[config.mk]
export PLATFORM = sky130hd
export DESIGN_NAME = ir_nec_tx
export DESIGN_NICKNAME = d
export VERILOG_FILES = /design/src/rtl/ir_nec_pkg.sv /design/src/rtl/ir_carrier_gen.sv /design/src/rtl/ir_nec_tx.sv
export SDC_FILE = /design/constraint.sdc
export NUM_CORES = 1
export LEC_CHECK = 0
export CAP_MARGIN = 20
export CORE_MARGIN = 5
export CORE_UTILIZATION = 45
export CTS_BUF_LIST = sky130_fd_sc_hd__clkbuf_4
export CTS_CLUSTER_DIAMETER = 120
export DETAILED_ROUTE_END_ITERATION = 8
export PLACE_DENSITY_LB_ADDON = 0.12
export SYNTH_ARGS = -nofsm -noshare
export SYNTH_HDL_FRONTEND = slang
export SYNTH_HIERARCHICAL = 1
export SYNTH_SLANG_ARGS = --single-unit
[constraint.sdc]
create_clock -name clk -period 3 [get_ports clk]
set_input_delay 0.6 -clock clk [delete_from_list [all_inputs] [get_ports clk]]
set_output_delay 0.6 -clock clk [all_outputs]
set_load 0.005 [all_outputs]
[src/rtl/ir_nec_pkg.sv]
// ir_nec_pkg: shared definitions for the NEC infrared transmitter.
//   - state_t and the ST_* FSM state encodings
//   - NEC segment lengths, in units of 562.5 us
//   - is_mark(): true for the states that drive the LED
//   - nec_frame(): builds the 32-bit payload that is sent LSB first
package ir_nec_pkg;

  typedef logic [2:0] state_t;

  localparam state_t ST_IDLE       = 3'd0;
  localparam state_t ST_LEAD_MARK  = 3'd1;
  localparam state_t ST_LEAD_SPACE = 3'd2;
  localparam state_t ST_BIT_MARK   = 3'd3;
  localparam state_t ST_BIT_SPACE  = 3'd4;
  localparam state_t ST_STOP_MARK  = 3'd5;
  localparam state_t ST_GAP        = 3'd6;

  // Segment lengths in units. They share the 5-bit width of the segment counter.
  localparam logic [4:0] LEAD_MARK_U  = 5'd16;
  localparam logic [4:0] LEAD_SPACE_U = 5'd8;
  localparam logic [4:0] RPT_SPACE_U  = 5'd4;
  localparam logic [4:0] ZERO_SPACE_U = 5'd1;
  localparam logic [4:0] ONE_SPACE_U  = 5'd3;
  localparam int unsigned BITS_N      = 32;
  localparam logic [7:0] FRAME_U      = 8'd192;

  function automatic logic is_mark(input state_t s);
    return (s == ST_LEAD_MARK) || (s == ST_BIT_MARK) || (s == ST_STOP_MARK);
  endfunction

  function automatic logic [31:0] nec_frame(input logic [7:0] addr, input logic [7:0] cmd);
    return {~cmd, cmd, ~addr, addr};
  endfunction

endpackage

[src/rtl/ir_carrier_gen.sv]
// ir_carrier_gen: square-wave carrier used for IR marks.
//   clk_i    system clock
//   reset_i  asynchronous active-high reset
//   clr_i    restart the carrier; the next level is 1 and the phase is 0
//   en_i     carrier running; when low, the level is held at 0
//   level_o  registered carrier level; it toggles every CARRIER_HALF cycles
module ir_carrier_gen #(
  parameter int unsigned CARRIER_HALF = 658
) (
  input  logic clk_i,
  input  logic reset_i,
  input  logic clr_i,
  input  logic en_i,
  output logic level_o
);

  localparam int unsigned PH_W = (CARRIER_HALF > 1) ? $clog2(CARRIER_HALF) : 1;
  localparam logic [PH_W-1:0] PH_LAST = PH_W'(CARRIER_HALF - 1);

  logic [PH_W-1:0] phase_q, phase_d;
  logic            level_q, level_d;

  // Next phase and next level: clear has priority, so each mark begins high
  always_comb begin
    phase_d = phase_q;
    level_d = level_q;
    if (clr_i) begin
      phase_d = '0;
      level_d = 1'b1;
    end else if (en_i) begin
      if (phase_q == PH_LAST) begin
        phase_d = '0;
        level_d = ~level_q;
      end else begin
        phase_d = phase_q + PH_W'(1);
        level_d = level_q;
      end
    end else begin
      phase_d = '0;
      level_d = 1'b0;
    end
  end

  // Phase and level registers
  always_ff @(posedge clk_i or posedge reset_i) begin
    if (reset_i) begin
      phase_q <= '0;
      level_q <= 1'b0;
    end else begin
      phase_q <= phase_d;
      level_q <= level_d;
    end
  end

  assign level_o = level_q;

endmodule

[src/rtl/ir_nec_tx.sv]
// ir_nec_tx: NEC-protocol infrared transmitter.
//   clk        system clock (single domain)
//   reset      asynchronous active-high reset
//   in_valid   request valid; it is accepted only while in_ready is high
//   in_ready   the block is idle and can take a request
//   in_repeat  send a repeat code; in_addr and in_cmd are not used for it
//   in_addr    NEC address
//   in_cmd     NEC command
//   ir_tx      LED drive; 1 = LED on
//   busy       a frame is in progress
//   done       one-cycle pulse on the cycle the block returns to idle
// Build option: define IR_NEC_TX_CARRIER_EN to modulate the marks with the
// CARRIER_HALF carrier. Without it, marks are a solid 1 (envelope only).
module ir_nec_tx
  import ir_nec_pkg::*;
#(
  parameter int unsigned UNIT_CYCLES  = 28125,
  parameter int unsigned CARRIER_HALF = 658
) (
  input  logic       clk,
  input  logic       reset,
  input  logic       in_valid,
  output logic       in_ready,
  input  logic       in_repeat,
  input  logic [7:0] in_addr,
  input  logic [7:0] in_cmd,
  output logic       ir_tx,
  output logic       busy,
  output logic       done
);

  localparam int unsigned UNIT_W = (UNIT_CYCLES > 1) ? $clog2(UNIT_CYCLES) : 1;
  localparam logic [UNIT_W-1:0] UNIT_LAST = UNIT_W'(UNIT_CYCLES - 1);

  state_t            state_q, state_d;
  logic [UNIT_W-1:0] unit_q, unit_d;
  logic [4:0]        seg_q, seg_d;
  logic [7:0]        frame_q, frame_d;
  logic [4:0]        bit_q, bit_d;
  logic [31:0]       shreg_q, shreg_d;
  logic              rpt_q, rpt_d;
  logic              in_ready_q, busy_q, done_q;

  logic       tick_s;
  logic       seg_end_s;
  logic [4:0] seg_dur_s;

  assign tick_s    = (state_q != ST_IDLE) && (unit_q == UNIT_LAST);
  assign seg_end_s = tick_s && (seg_q == (seg_dur_s - 5'd1));

  // Length of the current segment in units; idle and gap do not use it
  always_comb begin
    seg_dur_s = 5'd1;
    case (state_q)
      ST_LEAD_MARK:  seg_dur_s = LEAD_MARK_U;
      ST_LEAD_SPACE: seg_dur_s = rpt_q ? RPT_SPACE_U : LEAD_SPACE_U;
      ST_BIT_SPACE:  seg_dur_s = shreg_q[0] ? ONE_SPACE_U : ZERO_SPACE_U;
      default:       seg_dur_s = 5'd1;
    endcase
  end

  // Counters and next FSM state
  always_comb begin
    state_d = state_q;
    unit_d  = unit_q;
    seg_d   = seg_q;
    frame_d = frame_q;
    bit_d   = bit_q;
    shreg_d = shreg_q;
    rpt_d   = rpt_q;

    if (state_q != ST_IDLE) begin
      unit_d  = tick_s ? '0 : (unit_q + UNIT_W'(1));
      frame_d = tick_s ? (frame_q + 8'd1) : frame_q;
      seg_d   = seg_end_s ? 5'd0 : (tick_s ? (seg_q + 5'd1) : seg_q);
    end else begin
      unit_d  = unit_q;
      frame_d = frame_q;
      seg_d   = seg_q;
    end

    case (state_q)
      ST_IDLE: begin
        if (in_valid) begin
          state_d = ST_LEAD_MARK;
          shreg_d = nec_frame(in_addr, in_cmd);
          rpt_d   = in_repeat;
          unit_d  = '0;
          seg_d   = 5'd0;
          frame_d = 8'd0;
          bit_d   = 5'd0;
        end else begin
          state_d = ST_IDLE;
        end
      end
      ST_LEAD_MARK: begin
        if (seg_end_s) begin
          state_d = ST_LEAD_SPACE;
        end else begin
          state_d = ST_LEAD_MARK;
        end
      end
      ST_LEAD_SPACE: begin
        if (seg_end_s) begin
          state_d = rpt_q ? ST_STOP_MARK : ST_BIT_MARK;
        end else begin
          state_d = ST_LEAD_SPACE;
        end
      end
      ST_BIT_MARK: begin
        if (seg_end_s) begin
          state_d = ST_BIT_SPACE;
        end else begin
          state_d = ST_BIT_MARK;
        end
      end
      ST_BIT_SPACE: begin
        // The space length depends on shreg_q[0], so the shift happens only at its end
        if (seg_end_s) begin
          shreg_d = {1'b0, shreg_q[31:1]};
          bit_d   = bit_q + 5'd1;
          state_d = (bit_q == 5'(BITS_N - 1)) ? ST_STOP_MARK : ST_BIT_MARK;
        end else begin
          state_d = ST_BIT_SPACE;
        end
      end
      ST_STOP_MARK: begin
        if (seg_end_s) begin
          state_d = ST_GAP;
        end else begin
          state_d = ST_STOP_MARK;
        end
      end
      ST_GAP: begin
        // The gap pads every frame to the same total length, counted from the accept
        if (tick_s && (frame_q == (FRAME_U - 8'd1))) begin
          state_d = ST_IDLE;
        end else begin
          state_d = ST_GAP;
        end
      end
      default: state_d = ST_IDLE;
    endcase
  end

  // FSM, counters and registered handshake/status outputs
  always_ff @(posedge clk or posedge reset) begin
    if (reset) begin
      state_q    <= ST_IDLE;
      unit_q     <= '0;
      seg_q      <= 5'd0;
      frame_q    <= 8'd0;
      bit_q      <= 5'd0;
      shreg_q    <= 32'd0;
      rpt_q      <= 1'b0;
      in_ready_q <= 1'b1;
      busy_q     <= 1'b0;
      done_q     <= 1'b0;
    end else begin
      state_q    <= state_d;
      unit_q     <= unit_d;
      seg_q      <= seg_d;
      frame_q    <= frame_d;
      bit_q      <= bit_d;
      shreg_q    <= shreg_d;
      rpt_q      <= rpt_d;
      in_ready_q <= (state_d == ST_IDLE);
      busy_q     <= (state_d != ST_IDLE);
      done_q     <= (state_q == ST_GAP) && (state_d == ST_IDLE);
    end
  end

  assign in_ready = in_ready_q;
  assign busy     = busy_q;
  assign done     = done_q;

`ifdef IR_NEC_TX_CARRIER_EN
  logic car_clr_s, car_en_s, car_level_s;

  // The carrier restarts on the first cycle of every mark
  assign car_en_s  = is_mark(state_d);
  assign car_clr_s = is_mark(state_d) && !is_mark(state_q);

  ir_carrier_gen #(
    .CARRIER_HALF(CARRIER_HALF)
  ) u_carrier (
    .clk_i   (clk),
    .reset_i (reset),
    .clr_i   (car_clr_s),
    .en_i    (car_en_s),
    .level_o (car_level_s)
  );

  assign ir_tx = car_level_s;
`else
  logic mark_q;

  // Envelope-only drive: the LED is on for the whole of every mark
  always_ff @(posedge clk or posedge reset) begin
    if (reset) begin
      mark_q <= 1'b0;
    end else begin
      mark_q <= is_mark(state_d);
    end
  end

  assign ir_tx = mark_q;
`endif

endmodule

==> metrics.cfg, run 1 <==
[die]
die_x_um = 99.5
die_h_um = 99.5
fp-row-count = 32
fp.coreArea_um2 = 7770
initial_core_util_pct = 46.4
die_area_um2 = 9900
io_pins = 24

[drt]
vias_per_cell = 5.43
ant_nets = 0
post-route-drc-count = 0
route.met2.wl_um = 3320
dr_wl_met3_um = 276
routed.top_layer = met4
wirelength_met1_um = 3720
post_drt_wl_per_cell_um = 15.3
vias = 2662
dr.pass1.iters = 4
drt_first_iter_violations = 101
drt_wl_total_um = 7480

[clocking]
clk_path_buf_depth = 2
clock_sinks = 73
cts_max_level = 3
cts-buffers-inserted = 9
cts_setup_buffers = 0
clk_pin_slew_ps = 120
clock_latency_ps = 430
cts_tree = built
root_buffer = clkbuf_4

[worst_setup_path]
critPathSlowestCell = nor2_4
cpMostUsedCell = xnor2_1
worst-path-stages = 10
cp_slowest_stage_delay_ps = 500
r2r_slack_ps = 250
cp-endpoint = shreg_q[5]
critPathMaxFanout = 27
crit_buf_inv = 1
worstSetupPathType = flop to flop
path_cells = nor3_1, nand2_1, ha_1, xnor2_1, xnor2_1, nor4b_4, and4_4, nor2_4, buf_4, a221oi_2
worstSetupStartpoint = state_q[1]
crit_family = simple AND/OR/NAND/NOR gates
reg2reg_to = shreg_q[5]
reg2reg_from = state_q[1]
endpoint_kind = flop
worstPathRequired_ps = 3310
r2r_cells = 10
worst_setup_path_start_kind = flop
cp.arrival_ps = 3060

[yosys]
ys_warn_count = 6
seq_area_frac_synth_pct = 50.7
synthArstFlopShare_pct = 100
synth-edff-count = 0
netlist_instances = 348
netlist_area_um2 = 3600
synth_cell_types = 53
synth_top_area_share_pct = 50.0
synth-seq-cells = 73
synthesis.nets = 375
synth_top_flop_cell = dfrtp_1
ys_top_cells_by_area = dfrtp_1 50%, nor2_1 4.2%, nand2_1 3.6%
avgSynthCellArea_um2 = 10.4
yosysTopAreaCell = dfrtp_1

[grt]
grt_pass1_wl_um = 12800
antenna_found_initial = 0
grt_pass1_vias = 2615
grt_overflow_total = 0
grtUsageTotal_pct = 16.4
grt_max_degree = 74

[timing]
finalHoldViolations = 0
fin_crit_ps = 2750
fin_crit_sh_pct = 91.7
rsz0062_at_grt = no
finClkSkew_ps = 18.0
worst-slew-pin-transition_ps = 650
drv_slew = 0
slew_headroom_pct = 56.6
setup_violations = 0
fmax_mhz = 363

[finish]
stdcell_area_um2 = 4170
drive_gt1_share_pct = 12.9
fin_cells = 490
area_delta_synth_final_pct = 15.6
nNetsFinal = 410
n_antenna_cell = 0

[place]
hpwl_um = 5150
dp.cells = 474
routabilityCongestion = 0.855
port_buffers = 23
placed_cell_area_um2 = 4010

[power]
power_density_nw_per_um2 = 514
p_leak_nw = 1.90
peakVddDrop_uv = 260

[job]
drv_cap = 0

[run_status]
status = completed

[worst_hold_path]
hold_class = flop to flop

-- final cells by class --
cell class,count,area (µm²)
Fill cell,733,3600
Sequential cell,73,1830
Multi-Input combinational cell,235,1590
Timing Repair Buffer,42,385
Tap cell,102,128
Clock inverter,7,85.1
Inverter,22,82.6
Clock buffer,9,67.6
-- cell families after synthesis --
logic type | Yosys count | share of synthesized area (%)
buf+inv | 40 | 5.31
simple gates | 133 | 18.9
flops | 73 | 50.7
mux | 3 | 0.833
fa+ha+maj | 7 | 2.43
xor+xnor | 24 | 5.83
compound gates | 68 | 16.0
-- Yosys cell counts (7+ instances only) --
library cell / number
a21oi_1: 7
a221o_1: 13
and3_1: 8
clkbuf_1: 7
dfrtp_1: 72
ha_1: 7
inv_1: 22
nand2_1: 35
nand3_1: 12
nand4_1: 8
nor2_1: 40
o21ai_0: 9
xnor2_1: 9
xor2_1: 15
-- stage by stage --
stage	TNS, ps	setup WS, ps	utilization, %	hold slack [ps]	total power [W]
5_1_grt	0	15.5	53.6	514	0.00227
2_1_floorplan	0	275	-	444	0.00139
3_3_place_gp	0	15.5	51.6	465	0.00147
4_1_cts	0	237	53.6	488	0.00217
6_report	0	248	53.6	484	0.00214
3_5_place_dp	-165	-57.3	51.6	466	0.00148
-- worst reg2reg max path, stage by stage, from the launching register on --
cell	delay, ps
dfrtp_1	430
nor3_1	300
nand2_1	100
ha_1	250
xnor2_1	160
xnor2_1	290
nor4b_4	80
and4_4	210
nor2_4	500
buf_4	250
a221oi_2	50
-- power breakdown --
part | leakage, nW | switching [W] | internal (W) | total, W
registers | 0.892 | 0.0000858 | 0.00110 | 0.00118
clock network | 0.0808 | 0.000354 | 0.000330 | 0.000684
logic | 0.925 | 0.000134 | 0.000140 | 0.000274
total | 1.90 | 0.000574 | 0.00157 | 0.00214
-- per-layer routing --
layer | global-route usage [%] | up-vias
met3 | 4.70 | 16
li1 | - | 1318
met1 | 22.6 | 1286
met4 | 7.77 | 0
met5 | 0 | -
met2 | 23.9 | 42
-- state kept, by name, indices dropped and copies added (netlist names) --
register  flops
bit_q         5
ir_tx         1
state_q       3
seg_q         5
shreg_q      32
frame_q       8
busy          1
in_ready      1
done          1
rpt_q         1
unit_q       15
-- what timing repair did --
action / CTS / global route
gates resized for setup: 1 / 0
endpoints found under the setup margin: 22 / 0
hold buffers: 0 / 0
-- worst min path at each step --
| stage | endpoint | startpoint | slack, ps | cells after the start |
|---|---|---|---|---|
| 2_1_floorplan | frame_q[7] | frame_q[7] | 440 | 1 |
| 3_3_place_gp | frame_q[7] | frame_q[7] | 470 | 1 |
| 3_5_place_dp | frame_q[7] | frame_q[7] | 470 | 1 |
| 4_1_cts | frame_q[7] | frame_q[7] | 490 | 1 |
| 5_1_grt | frame_q[7] | frame_q[7] | 510 | 1 |
| 6_report | frame_q[7] | frame_q[7] | 480 | 1 |
-- placed cells by master (no fill, tap or decap), drive strengths merged, types with 4 or more instances in the layout --
master and instances:
a21oi 7, a31oi 4, inv 22, nand2 35, xnor2 9, nand3 12, buf 19, o21ai 9
ha 7, nor3 5, clkdlybuf4s50 23, nor4b 4, a221o 13, and3 8, a221oi 12, clkinv 4
nand4 8, clkbuf 9, dfrtp 72, o211ai 4, xor2 15, nor2 41
Power figures use the tool's default switching activity.
==> inputs of run 2 (changes only) <==
Settings changed: CAP_MARGIN 20 to unset, MAX_ROUTING_LAYER set to met4.
==> metrics.cfg, run 2 (same netlist as run 1, synthesis figures left out) <==
[worst_setup_path]
cp-endpoint = shreg_q[7]
worst_setup_path_start_kind = flop
cpMostUsedCell = xnor2_1
cp_slowest_stage_delay_ps = 510  ; about the same
worst-path-stages = 10  ; unchanged
critPathSlowestCell = nor2_4
worstSetupPathType = flop to flop
worstPathRequired_ps = 3310  ; about the same
crit_buf_inv = 1  ; unchanged
reg2reg_to = shreg_q[7]
worstSetupStartpoint = state_q[1]
r2r_cells = 10  ; unchanged
r2r_slack_ps = 250  ; about the same
reg2reg_from = state_q[1]
crit_family = simple AND/OR/NAND/NOR gates
endpoint_kind = flop
critPathMaxFanout = 27  ; unchanged
cp.arrival_ps = 3060  ; about the same
path_cells = nor3_1, nand2_1, ha_1, xnor2_1, xnor2_1, nor4b_4, and4_4, nor2_4, buf_4, a21oi_1

[drt]
post-route-drc-count = 0  ; unchanged
vias_per_cell = 5.46  ; +0.56%
drt_wl_total_um = 7470  ; about the same
post_drt_wl_per_cell_um = 15.3  ; about the same
drt_first_iter_violations = 103  ; +2.0%
vias = 2677  ; +0.56%
ant_nets = 0  ; unchanged
dr.pass1.iters = 4  ; unchanged

[timing]
fmax_mhz = 364  ; +0.17%
drv_slew = 0  ; unchanged
setup_violations = 0  ; unchanged
rsz0062_at_grt = no
slew_headroom_pct = 55.9  ; -0.71 points
fin_crit_sh_pct = 91.6  ; -0.16 points
tns_ps = 0  ; unchanged
finalHoldViolations = 0  ; unchanged
fin_crit_ps = 2750  ; -4.79 ps
worst-slew-pin-transition_ps = 661  ; +10.7 ps
finClkSkew_ps = 16.2  ; -1.83 ps
fin_ws_ps = 252  ; +4.79 ps

[clocking]
cts_tree = built
cts-buffers-inserted = 9  ; unchanged
clk_path_buf_depth = 2  ; unchanged
root_buffer = clkbuf_4
clock_sinks = 73  ; unchanged
cts_max_level = 3  ; unchanged
clock_latency_ps = 420  ; about the same
clk_pin_slew_ps = 120  ; about the same
cts_setup_buffers = 0  ; unchanged

[power]
power_density_nw_per_um2 = 513  ; -0.25%
p_leak_nw = 1.90  ; unchanged
peakVddDrop_uv = 259  ; -0.38%

[finish]
drive_gt1_share_pct = 12.9  ; unchanged
area_delta_synth_final_pct = 15.6  ; unchanged
layout_commonest_cell = dfrtp_1
multi_input_area_um2 = 1590  ; unchanged
utilization_pct = 53.6  ; unchanged
nNetsFinal = 410  ; unchanged
register_area_um2 = 1830  ; unchanged
final_cell_mix = 72 x dfrtp_1, 40 x nor2_1, 35 x nand2_1
largest_reg_flops = 32  ; unchanged
n_antenna_cell = 0  ; unchanged
regMostFlops = shreg_q
largestRegisters = shreg_q: 32 flops, unit_q: 15 flops, frame_q: 8 flops
nFillCells = 733  ; unchanged

[grt]
antenna_found_initial = 0  ; unchanged
grt_pass1_wl_um = 12700  ; -0.11%
grt_pass1_vias = 2617  ; +0.076%
grtUsageTotal_pct = 16.9  ; +0.44 points
grt_max_degree = 74  ; unchanged
grt_overflow_total = 0  ; unchanged

[die]
die_x_um = 99.5  ; unchanged
fp-row-count = 32  ; unchanged
fp.coreArea_um2 = 7770  ; unchanged
die_h_um = 99.5  ; unchanged
initial_core_util_pct = 46.4  ; unchanged
io_pins = 24  ; unchanged
die_area_um2 = 9900  ; unchanged

[place]
hpwl_um = 5150  ; unchanged
port_buffers = 23  ; unchanged
routabilityCongestion = 0.868  ; +1.6%
dp_slack_ps = -57.3  ; unchanged

[worst_hold_path]
hold_path_depth = 1  ; unchanged
hold_class = flop to flop

[run_status]
status = completed

[job]
drv_cap = 0  ; unchanged

==> run 2: cell counts in the layout (fill, tap and decap cells not counted) <==
Identical to the previous run, type by type.
==> run 2: final cells by class <==
| class | instances | share of cell area, % |
|---|---|---|
| sequential | 73 | 43.9 |
| clock buffer | 9 | 1.62 |
| clock inverter | 7 | 2.04 |
| tap | 102 | 3.06 |
| multi-input combinational | 235 | 38.1 |
| timing repair buffer | 42 | 9.25 |
| inverter | 22 | 1.98 |
==> run 2: routing by layer <==
metal  wire length (µm)  global-route usage, %
met5                  0                      -
met3                262                   3.72
met1               3680                   22.7
met2               3350                   23.9
met4                180                   8.40
==> run 2: worst reg2reg max path: stages, from the launching register on <==
cell,delay (ps)
dfrtp_1,430
nor3_1,300
nand2_1,100
ha_1,250
xnor2_1,160
xnor2_1,290
nor4b_4,80
and4_4,210
nor2_4,510
buf_4,250
a21oi_1,60
==> run 2: timing repair <==
action	4_1_cts	5_1_grt
hold buffers	0	0
resized for setup	1	0
setup endpoints to repair	22	0
==> run 2: worst min-delay path by stage <==
stage                from         end  slack, ps
4_1_cts        frame_q[7]  frame_q[7]        490
3_5_place_dp   frame_q[7]  frame_q[7]        470
6_report       frame_q[7]  frame_q[7]        480
2_1_floorplan  frame_q[7]  frame_q[7]        440
3_3_place_gp   frame_q[7]  frame_q[7]        470
5_1_grt        frame_q[7]  frame_q[7]        510
==> run 2: stage by stage <==
step / std cells / hold slack [ps] / power, W / area, µm²
global placement: 474 / 465 / 0.00147 / 4010
global route: 490 / 514 / 0.00227 / 4170
finish: 490 / 483 / 0.00214 / 4170
CTS: 490 / 488 / 0.00217 / 4170
detailed placement: 474 / 466 / 0.00148 / 4010
floorplan: 348 / 444 / 0.00139 / 3600
==> run 2: power by group <==
| group | total, W | switching (W) | internal, W |
|---|---|---|---|
| combinational | 0.000275 | 0.000134 | 0.000140 |
| sequential | 0.00118 | 0.0000855 | 0.00110 |
| clock | 0.000678 | 0.000349 | 0.000330 |
==> inputs of run 3 (changes only) <==
Settings changed: SLEW_MARGIN set to 20.
==> results of run 3 <==
Same layout as run 2: the final DEF is identical, and so are final timing and power.
